File: src/rtl/dm_arbiter.sv
// dm_arbiter: round-robin arbiter between the CPU load/store port (master 0)
// and the debug/DMA loader port (master 1) in front of a single-port data
// memory. One word access is accepted per cycle. Misaligned or out-of-range
// accesses are faulted and never reach the memory as writes. Each accepted
// access gets a registered response one cycle later.
module dm_arbiter #(
    parameter logic [31:0] ADDR_MAX = 32'h0000_2FFF
) (
    input  logic        clk,
    input  logic        reset,

    input  logic        m0_req,
    input  logic        m0_we,
    input  logic [31:0] m0_addr,
    input  logic [31:0] m0_wdata,
    output logic        m0_ack,
    output logic        m0_rvalid,
    output logic [31:0] m0_rdata,
    output logic        m0_err,

    input  logic        m1_req,
    input  logic        m1_we,
    input  logic [31:0] m1_addr,
    input  logic [31:0] m1_wdata,
    output logic        m1_ack,
    output logic        m1_rvalid,
    output logic [31:0] m1_rdata,
    output logic        m1_err,

    output logic        mem_we,
    output logic [31:0] mem_addr,
    output logic [31:0] mem_wdata,
    input  logic [31:0] mem_rdata
);

    // Master granted most recently; 1 after reset so master 0 wins first.
    logic        last_q, last_d;

    logic        m0_rvalid_q, m0_rvalid_d;
    logic [31:0] m0_rdata_q,  m0_rdata_d;
    logic        m0_err_q,    m0_err_d;
    logic        m1_rvalid_q, m1_rvalid_d;
    logic [31:0] m1_rdata_q,  m1_rdata_d;
    logic        m1_err_q,    m1_err_d;

    logic        gnt0, gnt1, granted;
    logic        sel_we;
    logic [31:0] sel_addr;
    logic        fault;
    logic [31:0] resp_data;

    // Grant, request mux, fault check and memory drive for the current cycle.
    always_comb begin
        gnt0     = m0_req && (!m1_req || last_q);
        gnt1     = m1_req && (!m0_req || !last_q);
        granted  = gnt0 || gnt1;

        // With no grant the mux rests on master 0's fields.
        sel_we    = gnt1 ? m1_we    : m0_we;
        sel_addr  = gnt1 ? m1_addr  : m0_addr;
        mem_wdata = gnt1 ? m1_wdata : m0_wdata;
        mem_addr  = sel_addr;

        fault     = (sel_addr[1:0] != 2'b00) || (sel_addr > ADDR_MAX);
        mem_we    = granted && sel_we && !fault && !reset;

        // Writes and faulted accesses return zero data.
        resp_data = (sel_we || fault) ? 32'h0 : mem_rdata;
    end

    assign m0_ack = gnt0;
    assign m1_ack = gnt1;

    // Next-state for the round-robin pointer and both response registers.
    always_comb begin
        // NOTE: every variable gets a default first so no path infers a latch.
        last_d      = last_q;
        m0_rvalid_d = 1'b0;
        m0_rdata_d  = m0_rdata_q;
        m0_err_d    = m0_err_q;
        m1_rvalid_d = 1'b0;
        m1_rdata_d  = m1_rdata_q;
        m1_err_d    = m1_err_q;

        if (gnt0) begin
            last_d      = 1'b0;
            m0_rvalid_d = 1'b1;
            m0_err_d    = fault;
            m0_rdata_d  = resp_data;
            m1_err_d    = 1'b0;
        end else if (gnt1) begin
            last_d      = 1'b1;
            m1_rvalid_d = 1'b1;
            m1_err_d    = fault;
            m1_rdata_d  = resp_data;
            m0_err_d    = 1'b0;
        end
    end

    // State registers; reset discards any access acked while it is asserted.
    always_ff @(posedge clk or posedge reset) begin
        if (reset) begin
            last_q      <= 1'b1;
            m0_rvalid_q <= 1'b0;
            m0_rdata_q  <= 32'h0;
            m0_err_q    <= 1'b0;
            m1_rvalid_q <= 1'b0;
            m1_rdata_q  <= 32'h0;
            m1_err_q    <= 1'b0;
        end else begin
            // NOTE: non-blocking assignments so all flops update together at the edge.
            last_q      <= last_d;
            m0_rvalid_q <= m0_rvalid_d;
            m0_rdata_q  <= m0_rdata_d;
            m0_err_q    <= m0_err_d;
            m1_rvalid_q <= m1_rvalid_d;
            m1_rdata_q  <= m1_rdata_d;
            m1_err_q    <= m1_err_d;
        end
    end

    assign m0_rvalid = m0_rvalid_q;
    assign m0_rdata  = m0_rdata_q;
    assign m0_err    = m0_err_q;
    assign m1_rvalid = m1_rvalid_q;
    assign m1_rdata  = m1_rdata_q;
    assign m1_err    = m1_err_q;

endmodule

File: config.mk
export PLATFORM = sky130hd
export DESIGN_NAME = dm_arbiter
export DESIGN_NICKNAME = d
export VERILOG_FILES = /design/src/rtl/dm_arbiter.sv
export SDC_FILE = /design/constraint.sdc
export NUM_CORES = 1
export LEC_CHECK = 0
export BUFFER_PORTS_ARGS = -buffer_cell sky130_fd_sc_hd__buf_2
export CAP_MARGIN = 15
export CORE_AREA = 2 2 109 137
export CTS_BUF_LIST = sky130_fd_sc_hd__clkbuf_8
export DETAILED_ROUTE_END_ITERATION = 16
export DIE_AREA = 0 0 111 139
export SYNTH_ARGS = -nofsm -noshare
export SYNTH_HDL_FRONTEND = slang
export SYNTH_SLANG_ARGS = --single-unit
File: constraint.sdc
create_clock -name clk -period 2.18 [get_ports clk]
set_input_delay 0.327 -clock clk [delete_from_list [all_inputs] [get_ports clk]]
set_output_delay 0.327 -clock clk [all_outputs]
set_load 0.02 [all_outputs]
# [After elaboration in Yosys (flattened, before gate mapping)]
# Index checks and enable logic that the tools add are counted.
[totals] ff_bits=69 latchBits=0 ramBits=0 rom_bits=0 input_bits=166 output_inout_bits=135 word_cells=40 mem_count=0
[op_classes] n_addsub=0 mul=0 n_div=0 n_lt_le_gt_ge=1 n_eq_ne=0 shifts=0 muxes=13 bitwise=1 n_reduce_logical=18
[ops] operator="two-way mux 32 bit" count=3
[ops] operator="> comparator 32 x 14 -> 1 bit, second input constant" count=1
[ops] operator="two-way mux 1 bit" count=10
[ops] operator="logical AND 1 bit" count=5
[ops] operator="zero test 1 bit" count=5
[ops] operator="logical OR 1 bit" count=5
[ops] operator="nonzero test 2 bit" count=2
[ops] operator="AND reduction 2 bit" count=1
[ops] operator="NOT 1 bit" count=1

# [Logic depth before layout (Yosys ltp)]
[logic_depth] word_depth=9 depth_mapped=7 ltp_nobuf=6

# [Worst setup path after synthesis]
# OpenSTA, ideal clock, no wires.
[synth_timing] kind="reg-to-output" start="reg last_q" end="out mem_we" t_arrival_ps=1784 required_time_ps=1853 slack_ps=69 stages_incl_launch_ff=5 n_path_buf=0 cell_sequence="dfstp_2 > nand2b_1 > nand2_1 > or4_2 > a21oi_1"
[synth_via] elab_chain_cells=9 elab_cells_between_ends=15 cone_classes="1 x order compare; 2 x mux; 12 x reduce/logical"
[synth_lines] element="start, declared" line="37" source="logic last_q, last_d;"
[synth_lines] element="start signal, assigned" line="112" source="last_q <= last_d;"
[synth_lines] element="zero test 1 bit" line="55" source="gnt1 = m1_req && (!m0_req || !last_q);"
[synth_lines] element="logical OR 1 bit" line="55"
[synth_lines] element="logical AND 1 bit" line="55"
[synth_lines] element="two-way mux 32 bit" line="60" source="sel_addr = gnt1 ? m1_addr : m0_addr;"
[synth_lines] element="> comparator 32 x 14 -> 1 bit or nonzero test 2 bit (tied branches)" line="64" source="fault = (sel_addr[1:0] != 2'b00) || (sel_addr > ADDR_MAX);"
[synth_lines] element="logical OR 1 bit" line="64"
[synth_lines] element="zero test 1 bit" line="65" source="mem_we = granted && sel_we && !fault && !reset;"
[synth_lines] element="logical AND 1 bit * (2 in a row)" line="65"
[synth_lines] element="end, declared" line="30" source="output logic mem_we,"
# Mark *: on every way between the ends. The rest lies on a longest branch, timed or not.

# [Final worst setup path]
# Ends and elaborated chain as after synthesis.

==> impl_metrics.tcl <==
set metrics [dict create \
    synthArstFlopShare 1.00 \
    timing.final.ws_setup_ns 0.00254 \
    synth_cells 458 \
    grt_pass1_vias 4234 \
    numClockSinks 69 \
    crit_fanout 2 \
    placed_cells 928 \
    num_rows 49 \
    maxCapViolations 0 \
    hold_violations 0 \
    fin_nets 928 \
    yosysWarnings 0 \
    ctsHoldBuffers 0 \
    die-area_sq_mm 0.0154 \
    cellPowerDensity_mw_per_mm2 564 \
    yosysUniqueCellTypes 23 \
    route.final.wire_length_microns 13600 \
    die_h_microns 139 \
    critPathMaxStageDelay_ns 0.54 \
    synth_ff_type "dfrtp_1" \
    fin_crit_sh 0.999 \
    num_io_pins 301 \
    tritoncts "built" \
    ir_drop_v 0.000297 \
    timing.final.crit_period_ns 2.18 \
    layout-drive-gt1-share 0.497 \
    ys_seq_area_frac 0.478 \
    htreeDepth 3 \
    yosys.area.top_type "dfrtp_1" \
    min-delay-path-class "primary input to async pin" \
    syn_to_final_growth_pct 57.0 \
    setup_viol 0 \
    synth_top_area_frac 0.470 \
    cts.path.max_buffers 2 \
    first_iter_violations 226 \
    portBuffers 300 \
    synth.cell_area_sq_mm 0.00362 \
    grt-ovfl-total 0 \
    track_usage 0.174 \
    power_uw 3200 \
    finClkSkew_ns 0.00506 \
    slew_violations 0 \
    synth.area.top_cells "dfrtp_1 47%, nand2_1 27%, a22o_1 7.7%" \
    viasPerCell 4.45 \
    grt_pass1_wl_microns 21700 \
    cp.required_ns 1.85 \
    cts_root_buf "clkbuf_8" \
    gp_congestion 0.770 \
    status "finished clean" \
    antenna_left 0 \
    worst_slew_pin_slew_ns 0.597 \
    relSlewSlack 0.602 \
    pre_cts_ws_ns -0.236 \
    grt_max_degree 47 \
    max_freq_mhz 459 \
    fp.dieW_microns 111 \
    synth_nets 624 \
    dr_total_vias 4207 \
    first_pass_iters 5 \
    start_util 0.255 \
    total_leakage_power_uw 0.00341 \
    holdWs_ns 0.0482 \
    worst-setup-path-type "register to output pin" \
    core_area_sq_mm 0.0142 \
    drc 0 \
    worstSetupStartpointType "register" \
    synth-seq-cells 69 \
    cpMaxStageDelayCell "dfstp_2" \
    synth_edf_count 0 \
    cts.reportedPaths.clkPinSlew_ns 0.07 \
    crit_path_end_kind "output pin" \
    crit_chain "nand2b_4, nand2_2, or4_4, a21oi_2, buf_6" \
    antenna_found_initial 0 \
    final_cells 945 \
    insertion_delay_ns 0.34 \
    post-dp-hpwl_microns 10600 \
    diodes 0 \
    synth_area_per_cell_sq_um 7.90 \
    arrival_ns 1.85 \
    post_drt_wl_per_cell_microns 14.4 \
    cts_buffers 9 \
    rsz0062_at_grt "yes" \
]
[repair_timing]
item,CTS,global route
resized for setup,8,9
setup endpoints to repair,1,38
setup buffers,1,0
pin swaps,1,1
[cells in the mapped netlist, drive strengths merged, types with 2 or more instances]
cell type / number
dfrtp: 68
a22o: 32
clkbuf: 19
nand2: 265
o21ai: 35
inv: 5
or4: 2
nand4: 2
buf: 11
nor4: 11
[flip-flops by register name, summed over array words and instances (netlist names)]
| signal | flops |
|---|---|
| m0_rdata | 32 |
| last_q | 1 |
| m1_rvalid | 1 |
| m0_rvalid | 1 |
| m0_err | 1 |
| m1_rdata | 32 |
| m1_err | 1 |
[worst max-delay path, delay by kind of cell (launching register included)]
kind,cells,cell delay [ns]
AOI/OAI and AO/OA,1,0.15
buffers and inverters,1,0.14
DFF,1,0.54
and+or+nand+nor,3,0.67
[per-layer routing]
layer	routed length, microns	part of all wire	up-vias	global-route usage
li1	-	-	2104	-
met1	5640	0.41	1889	0.210
met2	6860	0.50	197	0.312
met3	926	0.068	17	0.0341
met4	206	0.015	0	0.0539
met5	0	0	-	0
[kinds of logic (layout without fill, tap and decap cells)]
family | count (synthesis) | in the layout | synth area share
flip-flops | 69 | 69 | 0.478
buffers and inverters | 36 | 345 | 0.0450
AO/OA/AOI/OAI | 68 | 68 | 0.158
AND/OR/NAND/NOR | 285 | 285 | 0.319
[report_power, final]
group | internal (uW) | switching, uW | total [uW]
combinational | 314 | 550 | 864
sequential | 1290 | 4.72 | 1300
clock | 548 | 493 | 1040
[cells in the final DEF (no fill, tap or decap), types with 2 or more instances in the layout]
cell and instances:
a22o_1 32, buf_2 299, nand2_1 263, buf_6 2, nor4_2 3, buf_12 4, nor4_1 6, nand4_1 2
or4_4 2, clkbuf_8 10, clkinv_2 2, o21ai_2 30, o21ai_0 5, dfrtp_1 68, buf_4 17, inv_1 5
nor4_4 2
[through the flow]
stage / setup TNS (ns) / cell area [sq um] / util
floorplan: 0 / 3620 / -
global placement: -0.747 / 5410 / 0.382
detailed placement: -1.67 / 5410 / 0.382
CTS: -0.0534 / 5640 / 0.398
global route: -0.0722 / 5680 / 0.401
finish: 0 / 5680 / 0.401
[cell type report]
cell class	instances	area, sq um
tap	178	223
clock buffer	10	138
timing repair buffer	323	1740
sequential	69	1730
fill	1496	8480
inverter	6	25.0
clock inverter	6	55.1
multi-input combinational	353	1770
[final timing paths]
check | to | slack [ns] | startpoint | cells past startpoint
min in group clk | last_q | 0.18 | m0_req | 2
hold / removal | m0_err | 0.05 | reset | 3
hold reg to reg | m0_rdata[19] | 0.47 | m0_rdata[19] | 2
setup reg to reg | m0_rdata[31] | 0.23 | last_q | 7
setup / recovery | mem_we | 0.003 | last_q | 5
max in group asynchronous | m1_rdata[29] | 1.61 | reset | 3
Power figures use the tool's default switching activity.
